===== config.mk =====
export PLATFORM = sky130hd
export DESIGN_NAME = aes_round_sequencer
export DESIGN_NICKNAME = d
export VERILOG_FILES = /design/src/rtl/aes_pkg.sv /design/src/rtl/aes_round_sequencer_round_counter.sv /design/src/rtl/aes_round_sequencer.sv
export SDC_FILE = /design/constraint.sdc
export NUM_CORES = 1
export LEC_CHECK = 0
export CAP_MARGIN = 10
export CORE_UTILIZATION = 42
export DETAILED_ROUTE_END_ITERATION = 7
export PLACE_DENSITY_LB_ADDON = 0.3
export RECOVER_POWER = 25
export SYNTH_ARGS = -nofsm -noshare
export SYNTH_HDL_FRONTEND = slang
export SYNTH_SLANG_ARGS = --single-unit

===== constraint.sdc =====
create_clock -name clk -period 3.25 [get_ports clk]
set_clock_uncertainty 0.2 [all_clocks]
set_input_delay 0.4875 -clock clk [delete_from_list [all_inputs] [get_ports clk]]
set_output_delay 0.4875 -clock clk [all_outputs]
set_load 0.01 [all_outputs]

===== src/rtl/aes_pkg.sv =====
// Shared types and constants for the AES-128 round sequencer.
package aes_pkg;
  localparam int NR_AES128 = 10;
  localparam int RND_W     = 4;

  typedef enum logic [2:0] {
    S_IDLE,
    S_KEYEXP,
    S_INIT,
    S_ROUND,
    S_FINAL,
    S_DONE
  } seq_state_t;
endpackage


===== src/rtl/aes_round_sequencer_round_counter.sv =====
// Loadable up-counter with terminal-count compare; used for both round and key indices.
module round_counter
  import aes_pkg::*;
#(
  parameter int W = RND_W
) (
  input  logic         clk,
  input  logic         rst,
  input  logic         ld_i,
  input  logic [W-1:0] ld_val_i,
  input  logic         inc_i,
  input  logic [W-1:0] tc_val_i,
  output logic [W-1:0] cnt_o,
  output logic         tc_o
);
  logic [W-1:0] cnt_q, cnt_d;

  always_comb begin
    cnt_d = cnt_q;
    if (ld_i)       cnt_d = ld_val_i;
    else if (inc_i) cnt_d = cnt_q + 1'b1;
  end

  always_ff @(posedge clk or posedge rst) begin
    if (rst) cnt_q <= '0;
    else     cnt_q <= cnt_d;
  end

  assign cnt_o = cnt_q;
  assign tc_o  = (cnt_q == tc_val_i);
endmodule


===== src/rtl/aes_round_sequencer.sv =====
// AES-128 control FSM: key expansion, initial AddRoundKey, NR-1 rounds, final round,
// output handshake, with one buffered pending block and sticky overflow.
module aes_round_sequencer
  import aes_pkg::*;
#(
  parameter int NR = NR_AES128
) (
  input  logic             clk,
  input  logic             rst,
  input  logic             load,
  input  logic             key_rst,
  input  logic             out_ready,
  output logic             blk_capture,
  output logic             key_exp_en,
  output logic [RND_W-1:0] key_round,
  output logic [RND_W-1:0] round_num,
  output logic             rnd_en,
  output logic             rnd_first,
  output logic             rnd_last,
  output logic             out_valid,
  output logic             busy,
  output logic             key_valid,
  output logic             ovf
);
  localparam logic [RND_W-1:0] NR_L  = RND_W'(NR);
  localparam logic [RND_W-1:0] NR_M1 = RND_W'(NR - 1);

  seq_state_t       state_q, state_d;
  logic             load_pend_q, load_pend_d;
  logic             key_pend_q, key_pend_d;
  logic             key_valid_q, key_valid_d;
  logic             ovf_q, ovf_d;
  logic             out_valid_q, busy_q;
  logic             start;

  logic             rc_ld, rc_inc, rc_tc;
  logic [RND_W-1:0] rc_cnt;
  logic             kc_ld, kc_inc, kc_tc;
  logic [RND_W-1:0] kc_ld_val, kc_cnt;

  round_counter #(.W(RND_W)) u_rnd_cnt (
    .clk      (clk),
    .rst      (rst),
    .ld_i     (rc_ld),
    .ld_val_i ('0),
    .inc_i    (rc_inc),
    .tc_val_i (NR_M1),
    .cnt_o    (rc_cnt),
    .tc_o     (rc_tc)
  );

  round_counter #(.W(RND_W)) u_key_cnt (
    .clk      (clk),
    .rst      (rst),
    .ld_i     (kc_ld),
    .ld_val_i (kc_ld_val),
    .inc_i    (kc_inc),
    .tc_val_i (NR_L),
    .cnt_o    (kc_cnt),
    .tc_o     (kc_tc)
  );

  always_comb begin
    state_d    = state_q;
    start      = 1'b0;
    rc_ld      = 1'b0;
    rc_inc     = 1'b0;
    kc_ld      = 1'b0;
    kc_ld_val  = '0;
    kc_inc     = 1'b0;
    key_exp_en = 1'b0;
    rnd_en     = 1'b0;
    rnd_first  = 1'b0;
    rnd_last   = 1'b0;
    unique case (state_q)
      // A new key always takes precedence over waiting plaintext.
      S_IDLE: begin
        if (key_pend_q || key_rst) begin
          state_d   = S_KEYEXP;
          kc_ld     = 1'b1;
          kc_ld_val = RND_W'(1);
        end else if ((load || load_pend_q) && key_valid_q) begin
          state_d = S_INIT;
          start   = 1'b1;
          rc_ld   = 1'b1;
        end
      end
      S_KEYEXP: begin
        key_exp_en = 1'b1;
        if (kc_tc) begin
          state_d = S_IDLE;
          kc_ld   = 1'b1;
        end else begin
          kc_inc = 1'b1;
        end
      end
      S_INIT: begin
        rnd_en    = 1'b1;
        rnd_first = 1'b1;
        rc_inc    = 1'b1;
        state_d   = S_ROUND;
      end
      S_ROUND: begin
        rnd_en = 1'b1;
        rc_inc = 1'b1;
        if (rc_tc) state_d = S_FINAL;
      end
      S_FINAL: begin
        rnd_en   = 1'b1;
        rnd_last = 1'b1;
        state_d  = S_DONE;
      end
      S_DONE: begin
        if (out_ready) begin
          state_d = S_IDLE;
          rc_ld   = 1'b1;
        end
      end
      default: state_d = S_IDLE;
    endcase
  end

  always_comb begin
    load_pend_d = load_pend_q;
    ovf_d       = ovf_q;
    key_pend_d  = key_pend_q;
    key_valid_d = key_valid_q;
    if (start) load_pend_d = 1'b0;
    // Only one block can wait; a strobe arriving while one waits is lost.
    if (load) begin
      if (load_pend_q) ovf_d = 1'b1;
      else if (!start) load_pend_d = 1'b1;
    end
    if (state_q == S_KEYEXP && kc_tc) begin
      key_pend_d  = 1'b0;
      key_valid_d = 1'b1;
    end
    if (key_rst) begin
      key_pend_d  = 1'b1;
      key_valid_d = 1'b0;
    end
  end

  always_ff @(posedge clk or posedge rst) begin
    if (rst) begin
      state_q     <= S_IDLE;
      load_pend_q <= 1'b0;
      key_pend_q  <= 1'b0;
      key_valid_q <= 1'b0;
      ovf_q       <= 1'b0;
      out_valid_q <= 1'b0;
      busy_q      <= 1'b0;
    end else begin
      state_q     <= state_d;
      load_pend_q <= load_pend_d;
      key_pend_q  <= key_pend_d;
      key_valid_q <= key_valid_d;
      ovf_q       <= ovf_d;
      out_valid_q <= (state_d == S_DONE);
      busy_q      <= (state_d != S_IDLE);
    end
  end

  assign blk_capture = start;
  assign key_round   = kc_cnt;
  assign round_num   = rc_cnt;
  assign out_valid   = out_valid_q;
  assign busy        = busy_q;
  assign key_valid   = key_valid_q;
  assign ovf         = ovf_q;
endmodule


-- Yosys cells after proc, flatten, opt, wreduce, memory -nomap -nowiden
Index checks and enable logic that the tools add are counted.
- output and inout bits: 17
- flip-flop bits (word level): 17
- word-level logic and storage cells: 66
- multiplexer cells: 35
- reductions and logical operators: 12
- equal/unequal tests: 8
- add/sub/neg operators: 2
- operators by type and width (cell ; count):
    two-way mux 1 bit ; 23
    one-hot mux 3 bit (6 select lines) ; 1
    two-way mux 4 bit ; 4
    two-way mux 3 bit ; 5
    equality test 3 bit, second input constant ; 3
    adder 4 x 1 -> 4 bit, second input constant ; 2
    equality test 4 bit, second input constant ; 2
    equality test 3 x 2 -> 1 bit, second input constant ; 2
    nonzero test 2 bit ; 3
    one-hot mux 1 bit (2 select lines) ; 2
    equality test 3 x 1 -> 1 bit, second input constant ; 1
    logical NOT 3 bit ; 1
    nonzero test 3 bit ; 1
    OR reduction 3 bit ; 1
    logical AND 1 bit ; 2
    logical OR 1 bit ; 2
    AND reduction 2 bit ; 1
    OR reduction 2 bit ; 1

-- Logic depth before layout (Yosys ltp)
- depth in word-level cells: 9
- gate-level depth with buffers: 5
- depth with buffers taken out: 5

-- Cells and area by module
A second synthesis with hierarchy kept.
- cells, all modules: 101
- area total of the unflattened synthesis: 954.7 µm²
- modules (own cells, without submodules) (module ; area an instance (µm²) ; instances ; cells an instance):
    round_counter ; 247.7 ; 2 ; 24
    aes_round_sequencer ; 459.2 ; 1 ; 53

-- Worst setup path after synthesis
OpenSTA, ideal clock, no wires.
- path type: reg-to-output
- start point: register state_q[0]
- end point: output port blk_capture
- setup slack: 1.058 ns
- buffers on the path: 1
- arrival: 1.505 ns
- data required time: 2.562 ns
- cell stages (with the launch flop): 5
- cell sequence: dfrtp_1 -> buf_4 -> or3_1 -> or4_4 -> inv_1
- cells in the longest elaborated chain, start to end: 2
- ends and longest elaborated chain (item ; line ; RTL):
    start, declared ; aes_round_sequencer.sv:28 ; seq_state_t state_q, state_d;
    start signal, assigned ; aes_round_sequencer.sv:154 ; state_q <= state_d;
    logical NOT 3 bit ; aes_round_sequencer.sv:75 ; unique case (state_q)
    two-way mux 1 bit ; aes_round_sequencer.sv:75 ;
    end, declared ; aes_round_sequencer.sv:13 ; output logic blk_capture,
No other way between the ends.

-- Worst setup path after layout
- start point: register state_q[1]
- end point: output port blk_capture
Same word-level chain as after synthesis.

==> impl_results.md <==
* Leakage power of the design at 0.4615 nW
* Post-synthesis adder-cell area fraction at 0.05814
* Final #Nets at approximately 120
* Worst path cell trace: or3_1 -> or4_4 -> inv_1 -> clkdlybuf4s50_1
* Site Rows at 16
* Setup violations, final at 0
* Post-synthesis xor/xnor area fraction at 0.02035
* Multi-input logic area at 401.6 um^2
* Syn_area_per_cell at 9.895 um^2
* Final-report max-slew violation count at 0
* Die Y at approximately 47 um
* Synth Net Count at 96
* Yosys cell types at 30
* Wire per inst at about 13 um
* Number of port buffers at 21
* First drt pass iteration count at 4
* Critical Path RT at 2.56 ns
* CTS root buf: clkbuf_4
* Clock buffer depth at 2
* Power per cell area at 696.6 nW/um^2
* RSZ-0062 raised after global routing: no
* Postcts setup bufs at 0
* Ports at 22
* Critical R2R Capture: u_rnd_cnt.cnt_o[1]
* Cells after Synth at 87
* Crit start category: register
* WHS Path Cells at 1
* Flop-to-flop setup slack at 1.39 ns
* Worst Max-Slew Pin Slew at 0.6487 ns
* Synth area leader: dfrtp_1
* Fin. Hold Viols at 0
* Worst-path fanout max at 8
* Crit path from: state_q[1]
* Asr flop ratio synth at 1.000
* Crit path arrival time at 2.34 ns
* Area share of the largest cell type after synthesis at 0.4942
* CTS Hold Bufs at 0
* Worst VDD drop at around 0.45 mV
* Mapped Area at 860.8 um^2
* Flops & latches, synth at 17
* Vias in the first global route at 574
* Vias at 709
* WS Path Type: reg2out
* CTS Buf Count at 3
* Sequential fraction of the synthesis area at 0.4942
* DP Area at ~1100 um^2
* Synth Area in Compound Gates at 0.1410
* Area Overhead vs Synth at 30.52%
* Post_cts resized at 0
* Worst hold start: ovf
* Die width at 47.27 um
* Buffer and inverter count on the worst path at 2
* Core footprint at a little under 2000 um^2
* Hold Crit Class: reg2reg
* Final worst path period need at roughly 3.0 ns
* Total track usage at 0.1719
* Detailed placement HPWL at 1.276 mm
* Filler cells at 185
* Total congestion overflow at 0
* Fraction of the mapped netlist area in simple logic gates at 0.2471
* Design Area, Final at 1124 um^2
* Synth area leaders: dfrtp_1 49%, ha_1 5.8%, nor2_1 4.4%, inv_1 3.1%, a21oi_1 2.9%
* Die ar. at ~2200 um^2
* Post-route ant nets at 0
* EDFF count, synth at 0
* First-pass GRT wire length at 2.608 mm
* Clock latency on the worst-skew pair at 0.30 ns
* Post-synthesis mux area share at 0
* Starting Density at 0.4433
* Commonest register cell after synthesis: dfrtp_1
* DRT Wirelength at 1.740 mm
* Max cap viols at 0
* # DRC at 0
* Reg clk slew, reported paths at around 0.1 ns
* Initial DRC count at 17
* Register area at approximately 430 um^2
* Status: completed
* RR Startpoint: state_q[1]
* Endpoint, Worst Hold: ovf
* CTS tree: built
* Crit. End Element: output pin
* Post-route setup TNS at 0 ns
* Synth warn at 0
* Reg2reg path depth at 3
* Largest family of logic cells by synthesized area: simple AND/OR/NAND/NOR gates
* Critical path's largest stage delay at 0.54 ns
* GP Congestion at 0.8331
* Tcrit/Tclk final at 0.9321
* Initial antenna violation count at 0
* Clock sink count at 17
* Finished Core Util at 0.5786
* CTS HTree Levels at 1
* Vias per cell at 5.138
* Top delay family on crit path: simple AND/OR/NAND/NOR gates
* Maximum clock rate at ~330 MHz
* Layout cell share with drive strength beyond 1 at 0.07207
* WP depth at 4
* Worst slew margin at 0.5670
* Antenna cells at 0
* Slowest CP cell: or4_4
* Largest net degree at the start of global routing at 18
## state kept, by name, indices dropped and copies added (netlist names)
signal / flops
busy: 1
key_pend_q: 1
key_valid: 1
load_pend_q: 1
out_valid: 1
ovf: 1
state_q: 3
u_key_cnt.cnt_o: 4
u_rnd_cnt.cnt_o: 4
## kinds of logic (layout without fill, tap and decap cells)
kind of cell / count (synthesis) / in the layout
xor gates and xnor gates: 2 / 2
DFF: 17 / 17
buffers and inverters: 8 / 32
and+or+nand+nor: 38 / 38
AOI/OAI and AO/OA: 18 / 18
adders and majority gates: 4 / 4
## through the flow
stage	worst slack, ns	total power [mW]	hold WS, ns	cells
2_1_floorplan	1.058	0.5192	0.2136	87
3_5_place_dp	0.2675	0.6704	0.2519	134
4_1_cts	0.2229	0.7849	0.2750	138
5_1_grt	0.1449	0.8472	0.2899	138
6_report	0.2208	0.7827	0.2698	138
3_3_place_gp	0.2867	0.6599	0.2385	134
## cell usage after synthesis (all sizes together), types with 2 or more instances
cell    instances
nand2           5
o21ai           3
or3             2
dfrtp          17
nand3b          3
a21o            3
nor2           10
ha              4
nand2b          2
inv             7
a31oi           2
nand3           5
a21oi           5
or4             2
or2             2
nand4b          2
## final cells by class
type,count,area share
well taps,27,0.03007
repair buffers,21,0.1871
multi-input cells,62,0.3575
flip-flops and latches,17,0.3786
inverters,7,0.02339
clock buffers,4,0.02339
## metal layers
layer  vias to the layer above  routed length [um]  track usage
met5                         -                   0            0
met1                       332                 881       0.2417
li1                        351                   -            -
met2                        22                 755       0.2466
met4                         0                  23      0.08571
met3                         4                  79      0.03846
## power breakdown
group / switching, mW / leakage (nW) / internal, mW
sequential: 0.0635 / 0.195 / 0.267
combinational: 0.152 / 0.251 / 0.182
clock: 0.0704 / 0.0150 / 0.0478
## placed cells by master (no fill, tap or decap), types with 2 or more instances in the layout
| cell | count |
|---|---|
| o21ai_0 | 3 |
| nand3b_1 | 3 |
| clkbuf_4 | 3 |
| dlygate4sd3_1 | 3 |
| nand2b_1 | 2 |
| nand4b_1 | 2 |
| nand3_1 | 5 |
| inv_1 | 7 |
| clkdlybuf4s50_1 | 18 |
| dfrtp_1 | 17 |
| ha_1 | 4 |
| a21o_1 | 3 |
| a21oi_1 | 5 |
| nand2_1 | 5 |
| or2_2 | 2 |
| or3_1 | 2 |
| nor2_1 | 10 |
| a31oi_1 | 2 |
## worst max path at each step
stage             endpoint  slack (ns)
6_report       blk_capture        0.22
3_3_place_gp   blk_capture        0.29
3_5_place_dp   blk_capture        0.27
2_1_floorplan  blk_capture        1.06
5_1_grt        blk_capture        0.14
4_1_cts        blk_capture        0.22
Note: power is estimated with default switching activity, not from simulation.
